==> src/rtl/tone_organ_if.sv <==
// rtl/tone_organ_if.sv - note-select and tone-output bundle for tone_organ
interface tone_organ_if;
    logic [2:0] sel;
    logic       outclk;

    modport master (output sel, input outclk);
    modport slave  (input sel, output outclk);
endinterface

==> src/rtl/tone_organ.sv <==
// rtl/tone_organ.sv - eight-note square-wave tone generator
// Divides inclk by 2*N(sel) with half-periods fixed at elaboration.
module tone_organ #(
    parameter int unsigned CLK_HZ = 50_000_000,
    parameter int unsigned F_DO   = 523,
    parameter int unsigned F_RE   = 587,
    parameter int unsigned F_MI   = 659,
    parameter int unsigned F_FA   = 698,
    parameter int unsigned F_SO   = 783,
    parameter int unsigned F_LA   = 880,
    parameter int unsigned F_SI   = 987,
    parameter int unsigned F_DO2  = 1046,
    parameter int unsigned CNT_W  = 32
) (
    input  logic         inclk,
    input  logic         reset,
    tone_organ_if.slave  bus
);

    localparam logic [CNT_W-1:0] N_DO  = CNT_W'(CLK_HZ / (2 * F_DO));
    localparam logic [CNT_W-1:0] N_RE  = CNT_W'(CLK_HZ / (2 * F_RE));
    localparam logic [CNT_W-1:0] N_MI  = CNT_W'(CLK_HZ / (2 * F_MI));
    localparam logic [CNT_W-1:0] N_FA  = CNT_W'(CLK_HZ / (2 * F_FA));
    localparam logic [CNT_W-1:0] N_SO  = CNT_W'(CLK_HZ / (2 * F_SO));
    localparam logic [CNT_W-1:0] N_LA  = CNT_W'(CLK_HZ / (2 * F_LA));
    localparam logic [CNT_W-1:0] N_SI  = CNT_W'(CLK_HZ / (2 * F_SI));
    localparam logic [CNT_W-1:0] N_DO2 = CNT_W'(CLK_HZ / (2 * F_DO2));

    logic [2:0]       sel_q, sel_d;
    logic [CNT_W-1:0] cnt_q, cnt_d;
    logic             out_q, out_d;
    logic [CNT_W-1:0] n_sel;
    logic [CNT_W-1:0] n_last;

    always_comb begin
        n_sel = N_DO;
        case (sel_q)
            3'd0:    n_sel = N_DO;
            3'd1:    n_sel = N_RE;
            3'd2:    n_sel = N_MI;
            3'd3:    n_sel = N_FA;
            3'd4:    n_sel = N_SO;
            3'd5:    n_sel = N_LA;
            3'd6:    n_sel = N_SI;
            default: n_sel = N_DO2;
        endcase
    end

    assign n_last = n_sel - CNT_W'(1);

    // A note change restarts the half-period without touching the output level;
    // >= keeps the counter from running past the wrap after a switch to a shorter note.
    always_comb begin
        sel_d = bus.sel;
        cnt_d = cnt_q + CNT_W'(1);
        out_d = out_q;
        if (bus.sel != sel_q) begin
            cnt_d = '0;
        end else if (cnt_q >= n_last) begin
            cnt_d = '0;
            out_d = ~out_q;
        end
    end

    always_ff @(posedge inclk) begin
        if (reset) begin
            sel_q <= bus.sel;
            cnt_q <= '0;
            out_q <= 1'b0;
        end else begin
            sel_q <= sel_d;
            cnt_q <= cnt_d;
            out_q <= out_d;
        end
    end

    assign bus.outclk = out_q;

endmodule

==> src/flat_wrapper.sv <==
// flat-port wrapper written by rule: the top's interface ports become plain ports
module tone_organ_flat 
#(
    parameter int unsigned CLK_HZ = 50_000_000,
    parameter int unsigned F_DO   = 523,
    parameter int unsigned F_RE   = 587,
    parameter int unsigned F_MI   = 659,
    parameter int unsigned F_FA   = 698,
    parameter int unsigned F_SO   = 783,
    parameter int unsigned F_LA   = 880,
    parameter int unsigned F_SI   = 987,
    parameter int unsigned F_DO2  = 1046,
    parameter int unsigned CNT_W  = 32
)
  (inclk, reset, bus_sel, bus_outclk);
  tone_organ_if bus_i ();
  input  logic inclk;
  input  logic reset;
  input wire logic [$bits(bus_i.sel)-1:0] bus_sel;
  output wire logic [$bits(bus_i.outclk)-1:0] bus_outclk;
  assign bus_i.sel = bus_sel;
  assign bus_outclk = bus_i.outclk;
  tone_organ #(.CLK_HZ(CLK_HZ), .F_DO(F_DO), .F_RE(F_RE), .F_MI(F_MI), .F_FA(F_FA), .F_SO(F_SO), .F_LA(F_LA), .F_SI(F_SI), .F_DO2(F_DO2), .CNT_W(CNT_W)) u_core (.inclk(inclk), .reset(reset), .bus(bus_i));
endmodule
==> config.mk <==
export PLATFORM = sky130hd
export DESIGN_NAME = tone_organ_flat
export DESIGN_NICKNAME = d
export VERILOG_FILES = /design/src/rtl/tone_organ_if.sv /design/src/rtl/tone_organ.sv /design/src/flat_wrapper.sv
export SDC_FILE = /design/constraint.sdc
export NUM_CORES = 1
export LEC_CHECK = 0
export CAP_MARGIN = 20
export CORE_MARGIN = 5
export CORE_UTILIZATION = 50
export DETAILED_ROUTE_END_ITERATION = 6
export GPL_TIMING_DRIVEN = 0
export PLACE_DENSITY = 0.76
export SLEW_MARGIN = 20
export SYNTH_ARGS = -nofsm -noshare
export SYNTH_HDL_FRONTEND = slang
export SYNTH_SLANG_ARGS = --single-unit
==> constraint.sdc <==
create_clock -name inclk -period 3.99 [get_ports inclk]
set_clock_uncertainty 0.15 [all_clocks]
set_input_delay 0.798 -clock inclk [delete_from_list [all_inputs] [get_ports inclk]]
set_output_delay 0.798 -clock inclk [all_outputs]
set_load 0.02 [all_outputs]
; Word-level counts from Yosys, hierarchy flattened
; Index checks and enable logic that the tools add are counted.
[totals]
register_bits = 36
out_inout_bits = 1
in_bits = 5
[op_classes]
n_addsub = 2
bitwise = 2
reduce_logical = 3
order_cmp = 1
n_mux = 1
n_eq_ne = 7
[ops]
columns = operator, n
row1 = 16-bit one-hot mux with 7 select lines, 1
row2 = 32-bit by 1-bit adder with 32-bit output (second input constant), 1
row3 = 32-bit greater-or-equal comparator, 1
row4 = 16-bit by 1-bit subtractor with 17-bit output (second input constant), 1
row5 = 3-bit equality test (second input constant), 3
row6 = 3-bit by 2-bit equality test with 1-bit output (second input constant), 2
row7 = 3-bit by 1-bit equality test with 1-bit output (second input constant), 1
row8 = 3-bit logical NOT, 1
row9 = 3-bit != test, 1
row10 = 3-bit OR reduction, 1
row11 = 1-bit NOT, 2
row12 = 2-bit AND reduction, 1

; Longest topological paths before layout
; Gate-level depths: netlist of run 1.
[depth]
word_depth = 5
mapped_depth = 16
depth_no_buf = 13

; Worst setup path before layout of run 1
; No wires, ideal clock.
[synth_timing]
path_type = flip-flop to flip-flop
start = register u_core.sel_q[2]
end = register u_core.cnt_q[12]
path_stages_with_launch = 17
arrival_time_ns = 3.106
t_required_ns = 3.776
path_buffers = 3
path_slack_ns = 0.671
setup_time_ns = 0.064
path_cell_list = dfxtp_1 > clkbuf_1 > and2_1 > nor2_1 > nor2_1 > inv_1 > ha_1 > xnor2_1 > ha_1 > nand4_1 > o221a_2 > nor3_1 > or4_1 > or3_1 > buf_6 > buf_6 > nor2_1
[synth_between]
elab_chain_len = 5
word_cells_on_any_way = 12
[synth_lines]
columns = element, line_no
row1 = start: declaration, tone_organ.sv:29  ; logic [2:0] sel_q, sel_d;
row2 = start signal: assignment, tone_organ.sv:67  ; sel_q <= bus.sel;
row3 = start signal: assignment, tone_organ.sv:71  ; sel_q <= sel_d;
row4 = 3-bit equality test (tied with other cells), tone_organ.sv:37  ; case (sel_q)
row5 = 16-bit one-hot mux with 7 select lines, tone_organ.sv:37
row6 = 16-bit by 1-bit subtractor with 17-bit output, tone_organ.sv:49  ; assign n_last = n_sel - CNT_W'(1);
row7 = 32-bit greater-or-equal comparator, tone_organ.sv:59  ; end else if (cnt_q >= n_last) begin
row8 = 3-bit OR reduction (no source line) *, -
row9 = end signal: assignment, tone_organ.sv:72  ; cnt_q <= cnt_d;
row10 = end: declaration, tone_organ.sv:30  ; logic [CNT_W-1:0] cnt_q, cnt_d;
; Mark *: on every way between the ends. The rest lies on a longest branch, timed or not.
; A chain may end at the register's enable or synchronous reset.

; Worst setup path after layout of run 1
[layout_timing]
start = register u_core.sel_q[2]
end = register u_core.cnt_q[14]
; Same word-level chain as after synthesis.

==> key figures, run 1 <==
Pwr
  • LEAKAGE: 0.779 nW
  • VDD IR max: 0.253 mV
  • PwrDens: 359 nW/um2

GRT
  • GRT overflow: 0
  • Initial antenna violation count: 0
  • Total GRT Usage: 0.149
  • Largest net degree at the start of global routing: 13
  • Number of global-route vias before repair: 1182
  • First-pass GRT wire length: 5020 um

Clock network
  • Setup repair bufs after CTS: 0
  • Post-CTS Hold Fix Bufs: 0
  • Later-pin clock latency in the skew report: 0.35 ns
  • Post-CTS sizing: 0
  • Maximum buffer depth of the clock tree: 2
  • H-tree levels: 2
  • CTS Buf Count: 5
  • CTS tree: yes
  • Clock sinks: 36
  • CTS clk-pin slew, worst paths: 0.10 ns
  • Root buf cell: clkbuf_4

Finish
  • Share of post-route cells with drive strength above 1: 0.0588
  • Ant diodes: 0
  • Commonest non-fill, non-tap cell in the layout: dfxtp_1
  • Commonest non-fill, non-tap cells in the layout: 36 x dfxtp_1, 26 x nor2_1, 18 x ha_1, 15 x conb_1, 12 x xnor2_1
  • Final cell count without fillers: 250
  • Nets: 226
  • Area growth from synthesis to layout: 14.5%

Detailed routing
  • Post-DRT Antenna Nets: 0
  • Routed WL: 2780 um
  • Detailed-route via count: 1214
  • Vias/cell: 4.86
  • Drt wl/cell: 11.1 um
  • Pre-antenna DRT Iters: 6
  • # DRC: 0
  • DR iter-0 viols: 74

Setup path
  • CP Max Fanout: 10
  • Most used cell, CP: nor2_1
  • CP top delay family: simple AND/OR/NAND/NOR gates
  • WP buf/inv: 4
  • Slowest-stage cell, CP: or4_1
  • CP Data Arrival Time: 3.87 ns
  • R2r worst-path depth: 16
  • Stages on worst setup path: 16
  • R2r endpoint: u_core.cnt_q[14]
  • Crit end category: flop
  • Worst EP required: 4.13 ns
  • Worst Setup Path Type: flop to flop
  • Setup crit start: u_core.sel_q[2]
  • Termination of the worst setup path: u_core.cnt_q[14]
  • R2R Setup Slk: 0.26 ns
  • CP Cell Sequence: clkbuf_1, and2_1, nor2_1, nor2_1, inv_1, ha_1, xnor2_1, ha_1, nand4_1, o221a_2, nor3_1, or4_1, or3_1, buf_6, buf_6, nor2_1
  • Crit-path max cell delay: 0.55 ns
  • RR Startpoint: u_core.sel_q[2]
  • Startpoint types: flop

Die
  • Top Ports: 6
  • Starting density of the core: 0.505
  • Die X: 67.6 um
  • Die area: 4570 um2
  • Die span in y: 67.6 um
  • Cell Rows: 21
  • Core area: 3280 um2

Synthesis
  • Synth cell types: 30
  • Synth Area per Inst: 9.37 um2
  • Yosys Warn Count: 0
  • Leading area contributor after synthesis: dfxtp_1
  • Seq/Total Area, Yosys: 0.434
  • Synth top area cells: dfxtp_1 43%, ha_1 14%, xnor2_1 6.3%
  • Post-Syn Area: 1660 um2
  • Share of the synthesized area in the top cell type: 0.434
  • Mapped Cells: 177
  • #FFs+latches synth: 36

Place
  • Hpwl dp: 2150 um
  • RePlAce Congestion: 0.772
  • Port bufs: 5
  • Dpl cells: 242

Timing
  • Final Max Tran Viols: 0
  • Final hold vios: 0
  • Final TNS setup: 0 ns
  • Min Tclk post-route: 3.73 ns
  • Final Cycle Share: 0.935
  • Highest clock rate: 0.268 GHz
  • RSZ-0062 raised after global routing: no
  • Final setup fails: 0

Min path
  • Worst Hold Class: flop to flop

Status
  • Run status: finished clean

Flow run
  • Max_cap viols: 0
## cell families (layout without fill, tap and decap cells)
| group | Yosys count | count (layout) | share of synthesized area |
|---|---|---|---|
| compound gates | 16 | 16 | 0.0626 |
| xor+xnor | 21 | 21 | 0.111 |
| fa+ha+maj | 18 | 18 | 0.136 |
| buf+inv | 12 | 25 | 0.0362 |
| flops | 36 | 36 | 0.434 |
| mux | 1 | 1 | 0.00679 |
| other cells | 1 | 15 | 0.00226 |
| simple gates | 72 | 72 | 0.211 |
## state kept, by name (all words and copies together), names as in the netlist
register,cells
u_core.sel_q,3
u_core.bus.outclk,1
u_core.cnt_q,32
## metal layers
| layer | vias up | part of all wire | track usage |
|---|---|---|---|
| met4 | 0 | 0.023 | 0.0608 |
| li1 | 644 | - | - |
| met5 | - | 0 | 0 |
| met1 | 545 | 0.46 | 0.174 |
| met2 | 15 | 0.47 | 0.253 |
| met3 | 10 | 0.043 | 0.0449 |
## metrics by stage
stage	worst slack [ns]	util	cell area (um2)	total power (W)	hold WS [ns]
2_1_floorplan	0.671	-	1710	0.000419	0.287
3_3_place_gp	0.352	0.554	1820	0.000432	0.310
3_5_place_dp	0.271	0.554	1820	0.000434	0.323
4_1_cts	0.242	0.578	1900	0.000685	0.349
5_1_grt	0.00610	0.578	1900	0.000714	0.385
6_report	0.259	0.578	1900	0.000682	0.339
## power breakdown
part | total [W] | switching [W] | internal (W) | leakage (nW)
Combinational | 0.0000526 | 0.0000280 | 0.0000246 | 0.441
Clock | 0.000256 | 0.000125 | 0.000131 | 0.0412
Sequential | 0.000374 | 0.00000382 | 0.000370 | 0.297
Total | 0.000682 | 0.000157 | 0.000525 | 0.779
## worst register-to-register path: cells and delay by family, from the launching register on
kind	cells	cell delay, ns
buffers and inverters	4	0.69
DFF	1	0.36
adders and majority gates	2	0.48
xor gates and xnor gates	1	0.17
and+or+nand+nor	8	1.65
AOI/OAI and AO/OA	1	0.19
## worst min-delay path by stage
stage	start	endpoint	slack, ns	cells after the start
2_1_floorplan	u_core.cnt_q[0]	u_core.cnt_q[0]	0.29	1
3_3_place_gp	u_core.cnt_q[0]	u_core.cnt_q[0]	0.31	1
3_5_place_dp	u_core.cnt_q[0]	u_core.cnt_q[0]	0.32	1
4_1_cts	u_core.cnt_q[0]	u_core.cnt_q[0]	0.35	1
5_1_grt	u_core.cnt_q[0]	u_core.cnt_q[0]	0.38	1
6_report	u_core.cnt_q[0]	u_core.cnt_q[0]	0.34	1
## synth_stat cells
| master | n |
|---|---|
| a2111oi_0 | 1 |
| a211oi_1 | 1 |
| a21o_1 | 1 |
| a21oi_1 | 7 |
| and2_1 | 2 |
| and3_1 | 7 |
| buf_6 | 2 |
| clkbuf_1 | 3 |
| conb_1 | 1 |
| dfxtp_1 | 36 |
| ha_1 | 18 |
| inv_1 | 7 |
| mux2_2 | 1 |
| nand2_1 | 8 |
| nand2b_1 | 1 |
| nand3_1 | 11 |
| nand4_1 | 6 |
| nor2_1 | 26 |
| nor2b_1 | 4 |
| nor3_1 | 2 |
| nor4_1 | 3 |
| o2111ai_1 | 1 |
| o211ai_1 | 1 |
| o21ai_0 | 2 |
| o21bai_1 | 1 |
| o221a_2 | 1 |
| or3_1 | 1 |
| or4_1 | 1 |
| xnor2_1 | 12 |
| xor2_1 | 9 |
## final cells by class
cell class                      instances  area (um2)
Tap cell                               46        57.6
Multi-Input combinational cell        143         931
Timing Repair Buffer                    5        50.0
Clock buffer                            5        37.5
Buffer                                  5        33.8
Inverter                                7        26.3
Fill cell                             299        1390
Clock inverter                          3        42.5
Sequential cell                        36         721
(Power assumes the default switching activity.)
==> run 2: changes to the inputs <==
CELL_PAD_IN_SITES_DETAIL_PLACEMENT = 0   (was not set)
CELL_PAD_IN_SITES_GLOBAL_PLACEMENT = 1   (was not set)
CORE_UTILIZATION = 42   (was 50)
PLACE_DENSITY = 0.83   (was 0.76)
clock period = 3.3 ns   (was 3.99 ns; I/O delays follow)
==> run 2 against run 1 <==
Effect of this change: non-clock buffer count increased by 2; flip-flop and latch count unchanged; clock power increased by 27%; register-to-register slack got worse by 0.06 ns; critical endpoint unchanged.
==> key figures, run 2 (same netlist as run 1, synthesis figures left out) <==
Status
  • Run status: finished clean

Setup path
  • Startpoint types: flop
  • CP Max Fanout: 17
  • CP Data Arrival Time: 3.17 ns
  • Worst Setup Path Type: flop to flop
  • Crit end category: flop
  • Worst EP required: 3.37 ns

Die
  • Top Ports: 6
  • Die area: 5310 um2
  • Starting density of the core: 0.443
  • Core area: 3740 um2
  • Cell Rows: 22
  • Die X: 72.9 um
  • Die span in y: 72.9 um

Finish
  • Ant diodes: 0
  • Commonest non-fill, non-tap cells in the layout: 34 x dfxtp_1, 19 x nor2_1, 18 x ha_1, 15 x conb_1
  • Area growth from synthesis to layout: 19.1%
  • Commonest non-fill, non-tap cell in the layout: dfxtp_1
  • Biggest register: u_core.cnt_q
  • Core Util, Final: 0.528
  • Max reg flops: 32
  • Share of post-route cells with drive strength above 1: 0.131
  • # fillers: 345
  • Nets: 228

Clock network
  • CTS Buf Count: 5
  • H-tree levels: 2
  • Maximum buffer depth of the clock tree: 2
  • Later-pin clock latency in the skew report: 0.29 ns
  • Post-CTS Hold Fix Bufs: 0
  • Root buf cell: clkbuf_8
  • CTS tree: yes
  • CTS clk-pin slew, worst paths: 0.08 ns
  • Clock sinks: 36

Pwr
  • VDD IR max: 0.334 mV
  • PwrDens: 429 nW/um2
  • LEAKAGE: 0.816 nW

Detailed routing
  • Routed WL: 2860 um
  • Pre-antenna DRT Iters: 6
  • DR iter-0 viols: 58
  • Drt wl/cell: 11.3 um
  • Detailed-route via count: 1222
  • # DRC: 0
  • Post-DRT Antenna Nets: 0
  • Vias/cell: 4.81

Timing
  • Post-route setup slack: 0.203 ns
  • Final Max Tran Viols: 0
  • Final Cycle Share: 0.939
  • Highest clock rate: 0.323 GHz
  • Final hold vios: 0
  • Final TNS setup: 0 ns
  • Min Tclk post-route: 3.10 ns
  • RSZ-0062 raised after global routing: no
  • Final setup fails: 0

Place
  • Hpwl dp: 2190 um
  • RePlAce Congestion: 0.852
  • Port bufs: 5
  • Worst slack, placed: -0.343 ns

Min path
  • Worst Hold Class: flop to flop

GRT
  • First-pass GRT wire length: 5140 um
  • Initial antenna violation count: 0
  • Number of global-route vias before repair: 1182
  • Total GRT Usage: 0.128
  • GRT overflow: 0
  • Largest net degree at the start of global routing: 13

Flow run
  • Max_cap viols: 0
==> run 2: worst paths after layout <==
path / start / endpoint / slack, ns / depth (start not counted)
max: u_core.sel_q[2] / u_core.cnt_q[14] / 0.20 / 14
min reg2reg: u_core.cnt_q[0] / u_core.cnt_q[0] / 0.33 / 1
min: u_core.cnt_q[0] / u_core.cnt_q[0] / 0.33 / 1
max reg2reg: u_core.sel_q[2] / u_core.cnt_q[14] / 0.20 / 14
==> run 2: per-layer routing <==
| layer | global-route usage | vias up | routed length [um] |
|---|---|---|---|
| li1 | - | 650 | - |
| met1 | 0.153 | 559 | 1350 |
| met2 | 0.203 | 8 | 1390 |
| met3 | 0.0413 | 5 | 82 |
| met4 | 0.0676 | 0 | 31 |
| met5 | 0 | - | 0 |
==> run 2: final cells by class <==
type / instances / area (um2) / share of cell area
Multi-Input combinational cell: 143 / 960 / 0.486
Buffer: 3 / 30.0 / 0.0152
Tap cell: 48 / 60.1 / 0.0304
Clock buffer: 6 / 82.6 / 0.0418
Timing Repair Buffer: 9 / 80.1 / 0.0405
Clock inverter: 2 / 13.8 / 0.00697
Sequential cell: 36 / 723 / 0.366
Inverter: 7 / 26.3 / 0.0133
==> run 2: worst max-delay path, stage by stage, from the launching register on <==
cell and delay [ns]:
dfxtp_2 0.35, buf_8 0.12, and2_4 0.15, nor2_1 0.05, nor2_2 0.10, inv_1 0.06, ha_1 0.20, xnor2_1 0.17
ha_1 0.28, a21oi_1 0.15, a2111oi_1 0.09, or4_1 0.55, or3_1 0.34, buf_6 0.17, nor2_2 0.11
==> run 2: what timing repair did <==
| item | CTS | global route |
|---|---|---|
| pin swaps | 4 | 8 |
| gates resized for setup | 6 | 9 |
| setup buffers | 1 | 3 |
| setup endpoints to repair | 18 | 16 |
==> run 2: through the flow <==
stage / hold WS [ns] / total power, W / std cells / instance area, um2
2_1_floorplan: 0.287 / 0.000506 / 191 / 1710
3_3_place_gp: 0.310 / 0.000522 / 244 / 1820
3_5_place_dp: 0.317 / 0.000525 / 244 / 1820
4_1_cts: 0.335 / 0.000855 / 252 / 1940
5_1_grt: 0.363 / 0.000892 / 254 / 1980
6_report: 0.328 / 0.000848 / 254 / 1980
==> run 2: report_power, final <==
part	switching (W)	internal, W
combinational	0.0000340	0.0000356
clock	0.000154	0.000170
sequential	0.00000644	0.000448
==> run 3: changes to the inputs <==
GPL_ROUTABILITY_DRIVEN = 0   (was not set)
==> run 3 against run 2 <==
Effect of this change: first-iteration DRC count is 22% higher; core utilization rose by 4.2 points; count of clock-buffer cells in the layout is 1 higher; total power fell by 0.56%; routed wire length is 19% higher; critical path depth rose by 1; final cell count up 3.9%; sequential power hardly changed; flip-flop and latch count unchanged; critical endpoint is now u_core.cnt_q[16]; largest cell class unchanged; highest routed layer unchanged.
==> key figures, run 3 (same netlist as run 1, synthesis figures left out) <==
Place
  • Port bufs: 5
  • Area post-placement: 1820 um2
  • Dpl cells: 244
  • Hpwl dp: 2280 um
  • Worst slack, placed: -0.323 ns

Pwr
  • VDD IR max: 0.308 mV
  • Overall power: 0.000843 W
  • PwrDens: 395 nW/um2
  • LEAKAGE: 0.879 nW

Timing
  • Final setup fails: 0
  • Worst-Margin Slew: 0.517 ns
  • Hold_ws: 0.330 ns
  • Post-route setup slack: 0.0321 ns
  • Min Tclk post-route: 3.27 ns
  • Relative slew slack: 0.647
  • Final hold vios: 0
  • Highest clock rate: 0.306 GHz
  • Final Max Tran Viols: 0
  • Final Cycle Share: 0.990

GRT
  • Number of global-route vias before repair: 1221
  • Largest net degree at the start of global routing: 12
  • Total GRT Usage: 0.126
  • Initial antenna violation count: 0
  • GRT overflow: 0
  • First-pass GRT wire length: 5170 um

Detailed routing
  • Pre-antenna DRT Iters: 4
  • Drt wl/cell: 12.9 um
  • DR iter-0 viols: 71
  • Vias/cell: 5.05
  • Detailed-route via count: 1333
  • Routed WL: 3390 um
  • # DRC: 0
  • Post-DRT Antenna Nets: 0

Setup path
  • R2R Setup Slk: 0.03 ns
  • Startpoint types: flop
  • R2r endpoint: u_core.cnt_q[16]
  • Worst Setup Path Type: flop to flop
  • R2r worst-path depth: 15
  • RR Startpoint: u_core.sel_q[2]
  • Crit end category: flop
  • CP Max Fanout: 8
  • Worst EP required: 3.37 ns
  • CP Data Arrival Time: 3.34 ns

Flow run
  • Max_cap viols: 0

Finish
  • Commonest non-fill, non-tap cells in the layout: 33 x dfxtp_1, 18 x nor2_1, 17 x ha_1, 15 x conb_1
  • Share of post-route cells with drive strength above 1: 0.208
  • Nets: 238
  • Max reg flops: 32
  • Final cell count without fillers: 264
  • Ant diodes: 0
  • Commonest non-fill, non-tap cell in the layout: dfxtp_1
  • Design Area, Final: 2130 um2
  • Area growth from synthesis to layout: 28.7%
  • Biggest register: u_core.cnt_q

Die
  • Die area: 5310 um2
  • Die span in y: 72.9 um
  • Top Ports: 6
  • Die X: 72.9 um
  • Cell Rows: 22
  • Starting density of the core: 0.443
  • Core area: 3740 um2

Clock network
  • Later-pin clock latency in the skew report: 0.29 ns
  • CTS Buf Count: 5
  • Clock sinks: 36
  • Post-CTS Hold Fix Bufs: 0
  • CTS tree: yes
  • CTS clk-pin slew, worst paths: 0.08 ns
  • H-tree levels: 2
  • Maximum buffer depth of the clock tree: 2
  • Root buf cell: clkbuf_8

Min path
  • Hold path endpoint: u_core.cnt_q[0]
  • WHS Path Cells: 1
  • Worst hold start: u_core.cnt_q[0]
  • Worst Hold Class: flop to flop

Status
  • Run status: finished clean
run 3: cell types whose count changed in the layout (fill, tap and decap cells not counted), sizes merged:
cell,change
clkbuf,+2
inv,-1
buf,+9
run 3: power by group:
part	internal, W	leakage [nW]	switching (W)	total [W]
clock network	0.000151	0.0424	0.000152	0.000303
registers	0.000447	0.297	0.00000696	0.000454
logic	0.0000456	0.539	0.0000405	0.0000861
run 3: metal layers:
metal / wire length [um] / vias to the layer above / share of wire / GRT usage
met5: 0 / - / 0 / 0
met4: 76 / 0 / 0.022 / 0.0594
met3: 121 / 9 / 0.036 / 0.0413
met2: 1730 / 25 / 0.51 / 0.202
met1: 1460 / 636 / 0.43 / 0.150
li1: - / 663 / - / -
run 3: metrics by stage:
step / setup TNS [ns] / utilization
final: 0 / 0.570
after CTS: 0 / 0.516
after detailed placement: -4.41 / 0.487
after global placement: -3.89 / 0.487
after global routing: -0.547 / 0.570
after floorplan: 0 / -
run 3: what timing repair did:
action	in CTS	in global routing
endpoints found under the setup margin	18	17
setup buffers	2	11
cloned	0	1
pin swaps	5	13
gates resized for setup	5	32
run 3: worst max path at each step:
stage | from | end | depth (start not counted)
global placement | u_core.sel_q[1] | u_core.cnt_q[16] | 16
floorplan | u_core.sel_q[1] | u_core.cnt_q[12] | 16
CTS | u_core.sel_q[2] | u_core.cnt_q[16] | 15
detailed placement | u_core.sel_q[1] | u_core.cnt_q[2] | 16
finish | u_core.sel_q[2] | u_core.cnt_q[16] | 15
global route | u_core.sel_q[2] | u_core.cnt_q[16] | 15
run 3: critical path: stages (launching register included):
cell and delay (ns):
dfxtp_2 0.34, buf_8 0.11, and2_4 0.17, nor2_4 0.04
nor2_4 0.10, inv_2 0.04, ha_2 0.18, xnor2_2 0.12
ha_1 0.31, nand4_1 0.12, o221a_2 0.22, nor3_2 0.04
or4_4 0.52, or3_4 0.47, clkbuf_16 0.20, nor2_4 0.07
run 3: final cells by class:
| type | instances | area [um2] |
|---|---|---|
| clock inverters | 1 | 8.76 |
| clock buffers | 7 | 76.3 |
| inverters | 7 | 26.3 |
| fillers | 345 | 1610 |
| multi-input cells | 143 | 1020 |
| well taps | 48 | 60.1 |
| repair buffers | 19 | 180 |
| plain buffers | 3 | 33.8 |
| flip-flops and latches | 36 | 727 |
